## src/rtl/vga_dac_if.sv

```systemverilog
// Video DAC bundle: colour, sync strobes and pixel clock from the display
// timing block (master) to the DAC or an observer (slave).
interface vga_dac_if;
  logic       vsync;
  logic       hsync;
  logic       blank;
  logic       sync;
  logic       vga_clk;
  logic [7:0] r;
  logic [7:0] g;
  logic [7:0] b;

  modport master (output vsync, hsync, blank, sync, vga_clk, r, g, b);
  modport slave  (input  vsync, hsync, blank, sync, vga_clk, r, g, b);
endinterface

```

## src/rtl/vector_vga_display_top.sv

```systemverilog
// 640x480@60 VGA timing generator with a coordinate test image, an optional
// per-channel inversion stage, and registered DAC outputs at clk/2 pixel rate.
module vector_vga_display_top #(
  parameter int H_VISIBLE = 640,
  parameter int H_FRONT   = 16,
  parameter int H_SYNC    = 96,
  parameter int H_BACK    = 48,
  parameter int V_VISIBLE = 480,
  parameter int V_FRONT   = 10,
  parameter int V_SYNC    = 2,
  parameter int V_BACK    = 33
) (
  input  logic      clk,
  input  logic      reset,
  input  logic      identity,
  vga_dac_if.master dac
);

  typedef logic [9:0] cnt_t;

  localparam cnt_t H_LAST      = cnt_t'(H_VISIBLE + H_FRONT + H_SYNC + H_BACK - 1);
  localparam cnt_t V_LAST      = cnt_t'(V_VISIBLE + V_FRONT + V_SYNC + V_BACK - 1);
  localparam cnt_t H_VIS       = cnt_t'(H_VISIBLE);
  localparam cnt_t V_VIS       = cnt_t'(V_VISIBLE);
  localparam cnt_t H_SYNC_BEG  = cnt_t'(H_VISIBLE + H_FRONT);
  localparam cnt_t H_SYNC_END  = cnt_t'(H_VISIBLE + H_FRONT + H_SYNC);
  localparam cnt_t V_SYNC_BEG  = cnt_t'(V_VISIBLE + V_FRONT);
  localparam cnt_t V_SYNC_END  = cnt_t'(V_VISIBLE + V_FRONT + V_SYNC);

  logic       vga_clk_q, vga_clk_d;
  cnt_t       h_count_q, h_count_d;
  cnt_t       v_count_q, v_count_d;
  logic       hsync_q, hsync_d;
  logic       vsync_q, vsync_d;
  logic       blank_q, blank_d;
  logic [7:0] r_q, r_d;
  logic [7:0] g_q, g_d;
  logic [7:0] b_q, b_d;

  logic       tick;
  logic       visible;
  logic [7:0] r_base, g_base, b_base;

  // A pixel tick is the clk edge on which vga_clk falls, so the DAC sees
  // stable data on every vga_clk rising edge.
  always_comb begin
    tick      = vga_clk_q;
    vga_clk_d = ~vga_clk_q;
    h_count_d = h_count_q;
    v_count_d = v_count_q;
    hsync_d   = hsync_q;
    vsync_d   = vsync_q;
    blank_d   = blank_q;
    r_d       = r_q;
    g_d       = g_q;
    b_d       = b_q;

    visible = (h_count_q < H_VIS) && (v_count_q < V_VIS);
    r_base  = h_count_q[7:0];
    g_base  = v_count_q[7:0];
    b_base  = h_count_q[7:0] ^ v_count_q[7:0];
    if (!identity) begin
      r_base = ~r_base;
      g_base = ~g_base;
      b_base = ~b_base;
    end

    if (tick) begin
      if (h_count_q == H_LAST) begin
        h_count_d = '0;
        v_count_d = (v_count_q == V_LAST) ? '0 : v_count_q + 10'd1;
      end else begin
        h_count_d = h_count_q + 10'd1;
      end
      // Outputs reflect the pre-increment position, one tick late.
      hsync_d = !((h_count_q >= H_SYNC_BEG) && (h_count_q < H_SYNC_END));
      vsync_d = !((v_count_q >= V_SYNC_BEG) && (v_count_q < V_SYNC_END));
      blank_d = visible;
      r_d     = visible ? r_base : 8'd0;
      g_d     = visible ? g_base : 8'd0;
      b_d     = visible ? b_base : 8'd0;
    end
  end

  always_ff @(posedge clk or posedge reset) begin
    if (reset) begin
      vga_clk_q <= 1'b0;
      h_count_q <= '0;
      v_count_q <= '0;
      hsync_q   <= 1'b1;
      vsync_q   <= 1'b1;
      blank_q   <= 1'b0;
      r_q       <= 8'd0;
      g_q       <= 8'd0;
      b_q       <= 8'd0;
    end else begin
      vga_clk_q <= vga_clk_d;
      h_count_q <= h_count_d;
      v_count_q <= v_count_d;
      hsync_q   <= hsync_d;
      vsync_q   <= vsync_d;
      blank_q   <= blank_d;
      r_q       <= r_d;
      g_q       <= g_d;
      b_q       <= b_d;
    end
  end

  assign dac.vga_clk = vga_clk_q;
  assign dac.hsync   = hsync_q;
  assign dac.vsync   = vsync_q;
  assign dac.blank   = blank_q;
  assign dac.sync    = 1'b0;
  assign dac.r       = r_q;
  assign dac.g       = g_q;
  assign dac.b       = b_q;

endmodule

```

## src/flat_wrapper.sv

```systemverilog
// flat-port wrapper written by rule: the top's interface ports become plain ports
module vector_vga_display_top_flat 
#(
  parameter int H_VISIBLE = 640,
  parameter int H_FRONT   = 16,
  parameter int H_SYNC    = 96,
  parameter int H_BACK    = 48,
  parameter int V_VISIBLE = 480,
  parameter int V_FRONT   = 10,
  parameter int V_SYNC    = 2,
  parameter int V_BACK    = 33
)
  (clk, reset, identity, dac_vsync, dac_hsync, dac_blank, dac_sync, dac_vga_clk, dac_r, dac_g, dac_b);
  vga_dac_if dac_i ();
  input  logic clk;
  input  logic reset;
  input  logic identity;
  output wire logic [$bits(dac_i.vsync)-1:0] dac_vsync;
  output wire logic [$bits(dac_i.hsync)-1:0] dac_hsync;
  output wire logic [$bits(dac_i.blank)-1:0] dac_blank;
  output wire logic [$bits(dac_i.sync)-1:0] dac_sync;
  output wire logic [$bits(dac_i.vga_clk)-1:0] dac_vga_clk;
  output wire logic [$bits(dac_i.r)-1:0] dac_r;
  output wire logic [$bits(dac_i.g)-1:0] dac_g;
  output wire logic [$bits(dac_i.b)-1:0] dac_b;
  assign dac_vsync = dac_i.vsync;
  assign dac_hsync = dac_i.hsync;
  assign dac_blank = dac_i.blank;
  assign dac_sync = dac_i.sync;
  assign dac_vga_clk = dac_i.vga_clk;
  assign dac_r = dac_i.r;
  assign dac_g = dac_i.g;
  assign dac_b = dac_i.b;
  vector_vga_display_top #(.H_VISIBLE(H_VISIBLE), .H_FRONT(H_FRONT), .H_SYNC(H_SYNC), .H_BACK(H_BACK), .V_VISIBLE(V_VISIBLE), .V_FRONT(V_FRONT), .V_SYNC(V_SYNC), .V_BACK(V_BACK)) u_core (.clk(clk), .reset(reset), .identity(identity), .dac(dac_i));
endmodule
```

## config.mk

```make
export PLATFORM = sky130hd
export DESIGN_NAME = vector_vga_display_top_flat
export DESIGN_NICKNAME = d
export VERILOG_FILES = /design/src/rtl/vga_dac_if.sv /design/src/rtl/vector_vga_display_top.sv /design/src/flat_wrapper.sv
export SDC_FILE = /design/constraint.sdc
export NUM_CORES = 1
export LEC_CHECK = 0
export BUFFER_PORTS_ARGS = -buffer_cell sky130_fd_sc_hd__buf_2
export CORE_ASPECT_RATIO = 1.2
export CORE_MARGIN = 10
export CORE_UTILIZATION = 60
export CTS_BUF_LIST = sky130_fd_sc_hd__clkbuf_16
export CTS_CLUSTER_DIAMETER = 30
export DETAILED_ROUTE_END_ITERATION = 8
export GPL_ROUTABILITY_DRIVEN = 0
export GPL_TIMING_DRIVEN = 0
export HOLD_SLACK_MARGIN = 0.06
export PLACE_DENSITY = 0.82
export SYNTH_ARGS = -nofsm -noshare
export SYNTH_HDL_FRONTEND = slang
export SYNTH_SLANG_ARGS = --single-unit
```

## constraint.sdc

```tcl
create_clock -name clk -period 3.1 [get_ports clk]
set_clock_uncertainty 0.2 [all_clocks]
set_input_delay 0.62 -clock clk [delete_from_list [all_inputs] [get_ports clk]]
set_output_delay 0.62 -clock clk [all_outputs]
set_load 0.01 [all_outputs]
```

# [Word-level counts from Yosys, hierarchy flattened]
# Index checks and enable logic that the tools add are counted.
[word_totals] out_inout_bits=29 input_bits=3 elab_cells=38 regBits=48
[classes] eq_ne=2 reduce_logical=6 bitwise=5 n_addsub=2 mux=8 n_lt_le_gt_ge=6
[ops] cell="8-bit 2-to-1 mux" count=6
[ops] cell="8-bit NOT" count=3
[ops] cell="10-bit by 1-bit adder with 10-bit output (second input constant)" count=2
[ops] cell="10-bit equality test (second input constant)" count=2
[ops] cell="10-bit < comparator (second input constant)" count=2
[ops] cell="10-bit by 9-bit < comparator with 1-bit output (second input constant)" count=2
[ops] cell="10-bit 2-to-1 mux" count=2
[ops] cell="10-bit >= comparator (second input constant)" count=1
[ops] cell="10-bit by 9-bit >= comparator with 1-bit output (second input constant)" count=1
[ops] cell="8-bit bitwise XOR" count=1
[ops] cell="1-bit logical AND" count=3
[ops] cell="1-bit logical NOT" count=2
[ops] cell="2-bit AND reduction" count=1
[ops] cell="1-bit NOT" count=1

# [Longest topological paths before layout]
# Gate-level depths: netlist of the first run.
[logic_depth] word_depth=4 depth_mapped=7 ltp_nobuf=6

# [Worst setup path before layout of the first run]
# OpenSTA, ideal clock, no wires.
[synth_timing] path_kind="register to register" startpoint="register u_core.h_count_q[0]" endpoint="register u_core.v_count_q[9]" slack_ns=1.222 setup_time_ns=0.076 synth_period_minus_slack_ns=1.878 arrival_time_ns=1.601 path_stages_with_launch=7 path_buffers=1 required_ns=2.824 cell_sequence="dfrtp_1 -> ha_1 -> and4_1 -> buf_2 -> nand4b_4 -> or4b_1 -> o21ai_1"
[synth_between] elab_chain_cells=2
[synth_rtl] item="start, declared" line="vector_vga_display_top.sv:31" text="cnt_t h_count_q, h_count_d;"
[synth_rtl] item="start signal, assigned" line="vector_vga_display_top.sv:98" text="h_count_q <= h_count_d;"
[synth_rtl] item="10-bit equality test" line="vector_vga_display_top.sv:69" text="if (h_count_q == H_LAST) begin"
[synth_rtl] item="2-bit AND reduction (no line)"
[synth_rtl] item="end signal, assigned" line="vector_vga_display_top.sv:99" text="v_count_q <= v_count_d;"
[synth_rtl] item="end, declared" line="vector_vga_display_top.sv:32" text="cnt_t v_count_q, v_count_d;"
# No other way between the ends.
# A chain may end at the register's enable or synchronous reset.

# [Final worst setup path of the first run]
[layout_timing] startpoint="register u_core.h_count_q[1]" endpoint="register u_core.v_count_q[9]"
# The elaborated chain is that of the path after synthesis.

==> impl_metrics.toml, run 1 <==
[outcome]
outcome = "completed"

[critical_path]
start_kind = "flip-flop"
crit_path_end_kind = "flip-flop"
path_class = "reg -> reg"
worstPathMaxFanout = 7
arrival_ns = 2.12
crit_required_ns = 3.11

[placement]
hpwl_mm = 3.670
place.port_buffers = 29
place_inst = 292

[routing]
drtIter0Drc = 67
avgRoutedWirePerCell_um = 16.76
vias_per_cell = 5.567
via_count = 1670
drc = 0
drt-pass1-iter-count = 4
wirelength_mm = 5.029
drtAntennaViolNets = 0

[logic_synthesis]
synth.distinct_cells = 34
synth_compound_area_share_pct = 12.52
synth_top_family_by_area = "XOR/XNOR gates"
yosysWarnings = 0
yosysSeqAreaShare_pct = 51.47
synth_xor_area_share_pct = 13.11
synth_mux_area_share_pct = 1.284
synthesis.area_mm2 = 0.002338
yosys.area_share.simple_pct = 13.06
synth_fp_nets = 217
ys_seq_elements = 48
synthCells = 210
yosys.area_share.adder_pct = 2.140
avgSynthCellArea_um2 = 11.14

[hold_path]
hold_class = "in -> async"

[pwr]
cellPowerDensity_mw_per_mm2 = 455.2
p_leak_nw = 1.296
peakVddDrop_uv = 331.0

[sta]
slew_violations = 0
timing.final.crit_share_pct = 67.82
fmax_mhz = 475.6
relSlewSlack_pct = 65.01
fin_tns_setup_ns = 0
hold_viol = 0
tightestPinTransition_ns = 0.5241
rsz0062_at_grt = "false"
setup_viol = 0
period_needed_ns = 2.103

[floorplanning]
start_util_pct = 63.31
io_pins = 32
die_area_mm2 = 0.006805
rows = 24
core_mm2 = 0.003694
fp.dieW_um = 76.99
chipHeight_um = 88.39

[cts]
cts_buffers = 5
clk_pin_slew_worst_paths_ns = 0.06
cts_tree = "built"
holdBufCountCts = 0
cts.path.max_buffers = 2
cts-root-buf = "clkbuf_16"
cts-resized-gates = 0
cts_setup_buffers = 0
clk-insertion-delay-late_ns = 0.28
cts.sinks = 48
htreeDepth = 2

[grt]
gr-total-overflow = 0
grt_pass1_vias = 1693
grt_max_degree = 26
antenna_found_initial = 0
grtUsageTotal_pct = 15.45
grt_pass1_wl_mm = 8.445

[layout]
fin_cells = 300
n_antenna_cell = 0
drive_gt1_share_pct = 22.98
finalNetCount = 254
most-common-layout-cells = "46 x dfrtp_1, 35 x buf_2, 25 x xor2_1, 24 x o2bb2ai_1, 10 x xnor2_1"
final_common_cell = "dfrtp_1"
area_growth_pct = 15.73

[flow_run]
cap_viol_max_count = 0
==> power by group <==
group | leakage, nW | total [mW] | switching [mW] | internal [mW]
clock network | 0.0762 | 0.509 | 0.218 | 0.292
logic | 0.631 | 0.0713 | 0.0452 | 0.0261
registers | 0.588 | 0.651 | 0.00849 | 0.643
==> cells by family (layout without fill, tap and decap cells) <==
| group | after synthesis | in the layout |
|---|---|---|
| flip-flops | 48 | 48 |
| buffers and inverters | 27 | 65 |
| AND/OR/NAND/NOR | 52 | 52 |
| multiplexers | 3 | 3 |
| AO/OA/AOI/OAI | 40 | 40 |
| other | 1 | 1 |
| adder cells (fa/ha/maj) | 4 | 4 |
| XOR/XNOR | 35 | 35 |
==> per-stage QoR <==
step	power, mW	setup WS [ns]	utilization [%]	hold slack, ns	instance area [um2]
floorplan	0.7037	1.139	-	0.2677	2338
global placement	0.7300	0.5690	69.00	0.2649	2549
detailed placement	0.7355	1.034	69.55	0.2683	2569
CTS	1.241	1.008	73.27	0.1821	2706
global route	1.270	0.8921	73.27	0.2109	2706
finish	1.232	0.9975	73.27	0.1687	2706
==> final cells by class <==
class	instances	area (um2)
Buffer	17	108.9
Clock buffer	5	125.1
Clock inverter	3	12.51
Fill cell	288	987.2
Inverter	10	37.54
Multi-Input combinational cell	135	988.4
Sequential cell	48	1204
Tap cell	52	65.06
Timing Repair Buffer	30	165.2
==> synthesized netlist by cell type <==
| master | count | area share (%) |
|---|---|---|
| dfrtp_1 | 46 | 49 |
| xor2_1 | 25 | 9.4 |
| o2bb2ai_1 | 24 | 9.0 |
| xnor2_1 | 10 | 3.7 |
| nand2_1 | 9 | 1.4 |
| nor2_1 | 9 | 1.4 |
| inv_1 | 8 | 1.3 |
| o21ai_0 | 8 | 1.7 |
| nand4_1 | 7 | 1.9 |
| buf_2 | 6 | 1.3 |
| nand3_1 | 6 | 1.3 |
| a21oi_1 | 5 | 1.1 |
| buf_4 | 4 | 1.3 |
| clkbuf_1 | 4 | 0.64 |
| ha_1 | 4 | 2.1 |
| nor3_1 | 4 | 0.86 |
| and3_1 | 3 | 0.80 |
| buf_6 | 3 | 1.4 |
| mux2i_1 | 3 | 1.3 |
| nor4_1 | 3 | 0.80 |
| or3_1 | 3 | 0.80 |
| a31oi_1 | 2 | 0.53 |
| dfstp_2 | 2 | 2.2 |
| inv_2 | 2 | 0.32 |
| and2_1 | 1 | 0.27 |
| and4_1 | 1 | 0.37 |
| and4b_1 | 1 | 0.43 |
| and4bb_2 | 1 | 0.53 |
| conb_1 | 1 | 0.16 |
| nand4b_4 | 1 | 1.0 |
| nor4bb_1 | 1 | 0.43 |
| o21ai_1 | 1 | 0.21 |
| or2_2 | 1 | 0.27 |
| or4b_1 | 1 | 0.43 |
==> registers in the layout, indices dropped and copies added (netlist names) <==
register / cells
u_core.dac.r: 8
u_core.dac.g: 8
u_core.dac.hsync: 1
u_core.dac.b: 8
u_core.dac.vsync: 1
u_core.dac.vga_clk: 1
u_core.dac.blank: 1
u_core.v_count_q: 10
u_core.h_count_q: 10
==> worst max-delay path, stage by stage (launching register included) <==
cell	delay, ns
dfrtp_1	0.47
ha_1	0.21
and4_1	0.20
buf_2	0.18
nand4b_4	0.16
or4b_1	0.53
o21ai_1	0.09
==> routing by layer <==
layer | share of wire, % | track usage [%] | routed length, um | vias up
li1 | - | - | - | 802
met1 | 43 | 17.61 | 2157 | 808
met2 | 48 | 26.09 | 2419 | 48
met3 | 6.7 | 5.578 | 336 | 12
met4 | 2.3 | 6.312 | 115 | 0
met5 | 0 | 0 | 0 | -
==> final timing paths <==
kind | from | to | slack [ns] | depth (start not counted)
max in group asynchronous | reset | u_core.dac.g[1] | 2.02 | 3
hold / removal | reset | u_core.dac.r[2] | 0.17 | 2
min in group clk | u_core.dac.r[1] | u_core.dac.r[1] | 0.28 | 1
hold reg to reg | u_core.dac.r[1] | u_core.dac.r[1] | 0.28 | 1
setup reg to reg | u_core.h_count_q[1] | u_core.v_count_q[9] | 1.0 | 6
setup / recovery | u_core.h_count_q[1] | u_core.v_count_q[9] | 1.0 | 6
Power figures use the tool's default switching activity.
==> run 2: changes to the inputs <==
--- a/config.mk
+++ b/config.mk
@@ -8,14 +8,14 @@
 export BUFFER_PORTS_ARGS = -buffer_cell sky130_fd_sc_hd__buf_2
 export CORE_ASPECT_RATIO = 1.2
 export CORE_MARGIN = 10
-export CORE_UTILIZATION = 60
+export CORE_UTILIZATION = 51
 export CTS_BUF_LIST = sky130_fd_sc_hd__clkbuf_16
 export CTS_CLUSTER_DIAMETER = 30
 export DETAILED_ROUTE_END_ITERATION = 8
 export GPL_ROUTABILITY_DRIVEN = 0
 export GPL_TIMING_DRIVEN = 0
 export HOLD_SLACK_MARGIN = 0.06
-export PLACE_DENSITY = 0.82
+export PLACE_DENSITY = 0.74
 export SYNTH_ARGS = -nofsm -noshare
 export SYNTH_HDL_FRONTEND = slang
 export SYNTH_SLANG_ARGS = --single-unit
==> constraint.sdc (replaced) <==
create_clock -name clk -period 1.8 [get_ports clk]
set_clock_uncertainty 0.2 [all_clocks]
set_input_delay 0.36 -clock clk [delete_from_list [all_inputs] [get_ports clk]]
set_output_delay 0.36 -clock clk [all_outputs]
set_load 0.01 [all_outputs]
==> impl_metrics.toml, run 2 (synthesis gave the netlist of run 1 again) <==
[critical_path]
reg2reg_from = "u_core.v_count_q[5]"
start_kind = "flip-flop"
cp-startpoint = "u_core.v_count_q[5]"
path_class = "reg -> reg"
crit_path_end_kind = "flip-flop"
arrival_ns = 1.86
worstPathMaxFanout = 5
crit_required_ns = 1.81
worstRegToRegCells = 5
ff2ff_setup_slack_ns = -0.05
r2r-end = "u_core.v_count_q[9]"
endpoint = "u_core.v_count_q[9]"

[grt]
grt_pass1_vias = 1790
antenna_found_initial = 0
gr-total-overflow = 0
grt_max_degree = 36
grt_pass1_wl_mm = 9.045
grtUsageTotal_pct = 15.09

[layout]
final_common_cell = "dfrtp_1"
drive_gt1_share_pct = 36.96
most-common-layout-cells = "41 x dfrtp_1, 34 x buf_2, 28 x buf_4, 25 x xor2_1, 24 x o2bb2ai_1"
finalNetCount = 283
top_regs = "u_core.h_count_q (10), u_core.v_count_q (10)"
n_antenna_cell = 0
area_growth_pct = 32.21
finish.utilization_pct = 70.92

[pwr]
peakVddDrop_uv = 538.7
p_leak_nw = 1.491
cellPowerDensity_mw_per_mm2 = 784.6

[cts]
clk_pin_slew_worst_paths_ns = 0.06
cts_tree = "built"
cts-root-buf = "clkbuf_16"
cts.sinks = 48
clk-insertion-delay-late_ns = 0.29
htreeDepth = 2
cts.path.max_buffers = 2
cts_buffers = 5

[floorplanning]
die_area_mm2 = 0.007705
chipHeight_um = 94.18
rows = 26
io_pins = 32
core_mm2 = 0.004359
fp.dieW_um = 81.82
start_util_pct = 53.65

[sta]
rsz0062_at_grt = "true"
slew_violations = 0
hold_slack_ns = 0.2820
fmax_mhz = 539.6
layout_setup_ws_ns = -0.05320
timing.final.crit_share_pct = 103.0
hold_viol = 0
period_needed_ns = 1.853
relSlewSlack_pct = 65.83
tightestPinTransition_ns = 0.5079
setup_viol = 1

[routing]
vias_per_cell = 5.380
drtAntennaViolNets = 0
drtIter0Drc = 85
drc = 0
via_count = 1786
drt-pass1-iter-count = 4
wirelength_mm = 5.732
avgRoutedWirePerCell_um = 17.27

[outcome]
outcome = "complete, but fails checks"
violations = "setup timing"

[hold_path]
hold_class = "reg -> reg"
min_from = "u_core.dac.g[7]"

[placement]
hpwl_mm = 3.653
place.port_buffers = 29

[flow_run]
cap_viol_max_count = 0
run 2: cell types whose count changed in the layout (fill, tap and decap cells not counted), sizes merged:
cell,before,now
buf,43,73
dlygate4sd3,0,1
bufinv,0,2
inv,12,10
clkinv,1,0
clkbuf,9,7
run 2: worst min path at each step:
stage	depth (start not counted)	to	slack, ns
2_1_floorplan	1	u_core.v_count_q[8]	0.27
3_3_place_gp	1	u_core.dac.b[5]	0.26
3_5_place_dp	2	u_core.dac.r[2]	0.13
4_1_cts	1	u_core.dac.b[7]	0.29
5_1_grt	1	u_core.dac.g[4]	0.30
6_report	1	u_core.dac.g[7]	0.28
run 2: timing repair:
item	4_1_cts	5_1_grt
endpoints found under the hold margin	12	0
buffers inserted	15	12
gates resized for setup	13	22
pin swaps	9	5
endpoints found under the setup margin	34	28
hold buffers	1	0
gates cloned	1	0
run 2: power breakdown:
part	internal (mW)	switching, mW	leakage, nW
registers	1.11	0.0147	0.580
logic	0.0465	0.0779	0.821
clock network	0.788	0.392	0.0899
run 2: layout make-up:
type,instances,area [um2]
clock buffer,5,125.1
sequential,48,1210
clock inverter,2,60.06
inverter,10,37.54
fill,320,1267
tap,56,70.07
timing repair buffer,59,395.4
buffer,17,143.9
multi-input combinational,135,1050
run 2: metrics by stage:
step	setup TNS, ns	area [um2]	cells	worst slack (ns)	power, mW
after global placement	-25.78	2562	295	-0.5221	1.258
after CTS	-0.02909	2945	320	-0.02909	2.432
after detailed placement	-2.153	2582	296	-0.2327	1.267
after floorplan	-0.03348	2347	210	-0.03348	1.212
final	-0.05320	3092	332	-0.05320	2.426
after global routing	-0.1866	3092	332	-0.1127	2.502
run 2: routing by layer:
layer | wire length, um | global-route usage, % | vias up
met5 | 0 | 0 | -
met4 | 122 | 5.682 | 0
met3 | 282 | 3.831 | 10
met2 | 2853 | 24.41 | 37
met1 | 2473 | 18.67 | 882
li1 | - | - | 857
run 2: critical path, cell delays in order (launching register included):
cell	delay [ns]
dfrtp_1	0.34
buf_6	0.11
nand4_1	0.14
or3_4	0.40
or4b_1	0.50
o21ai_1	0.09
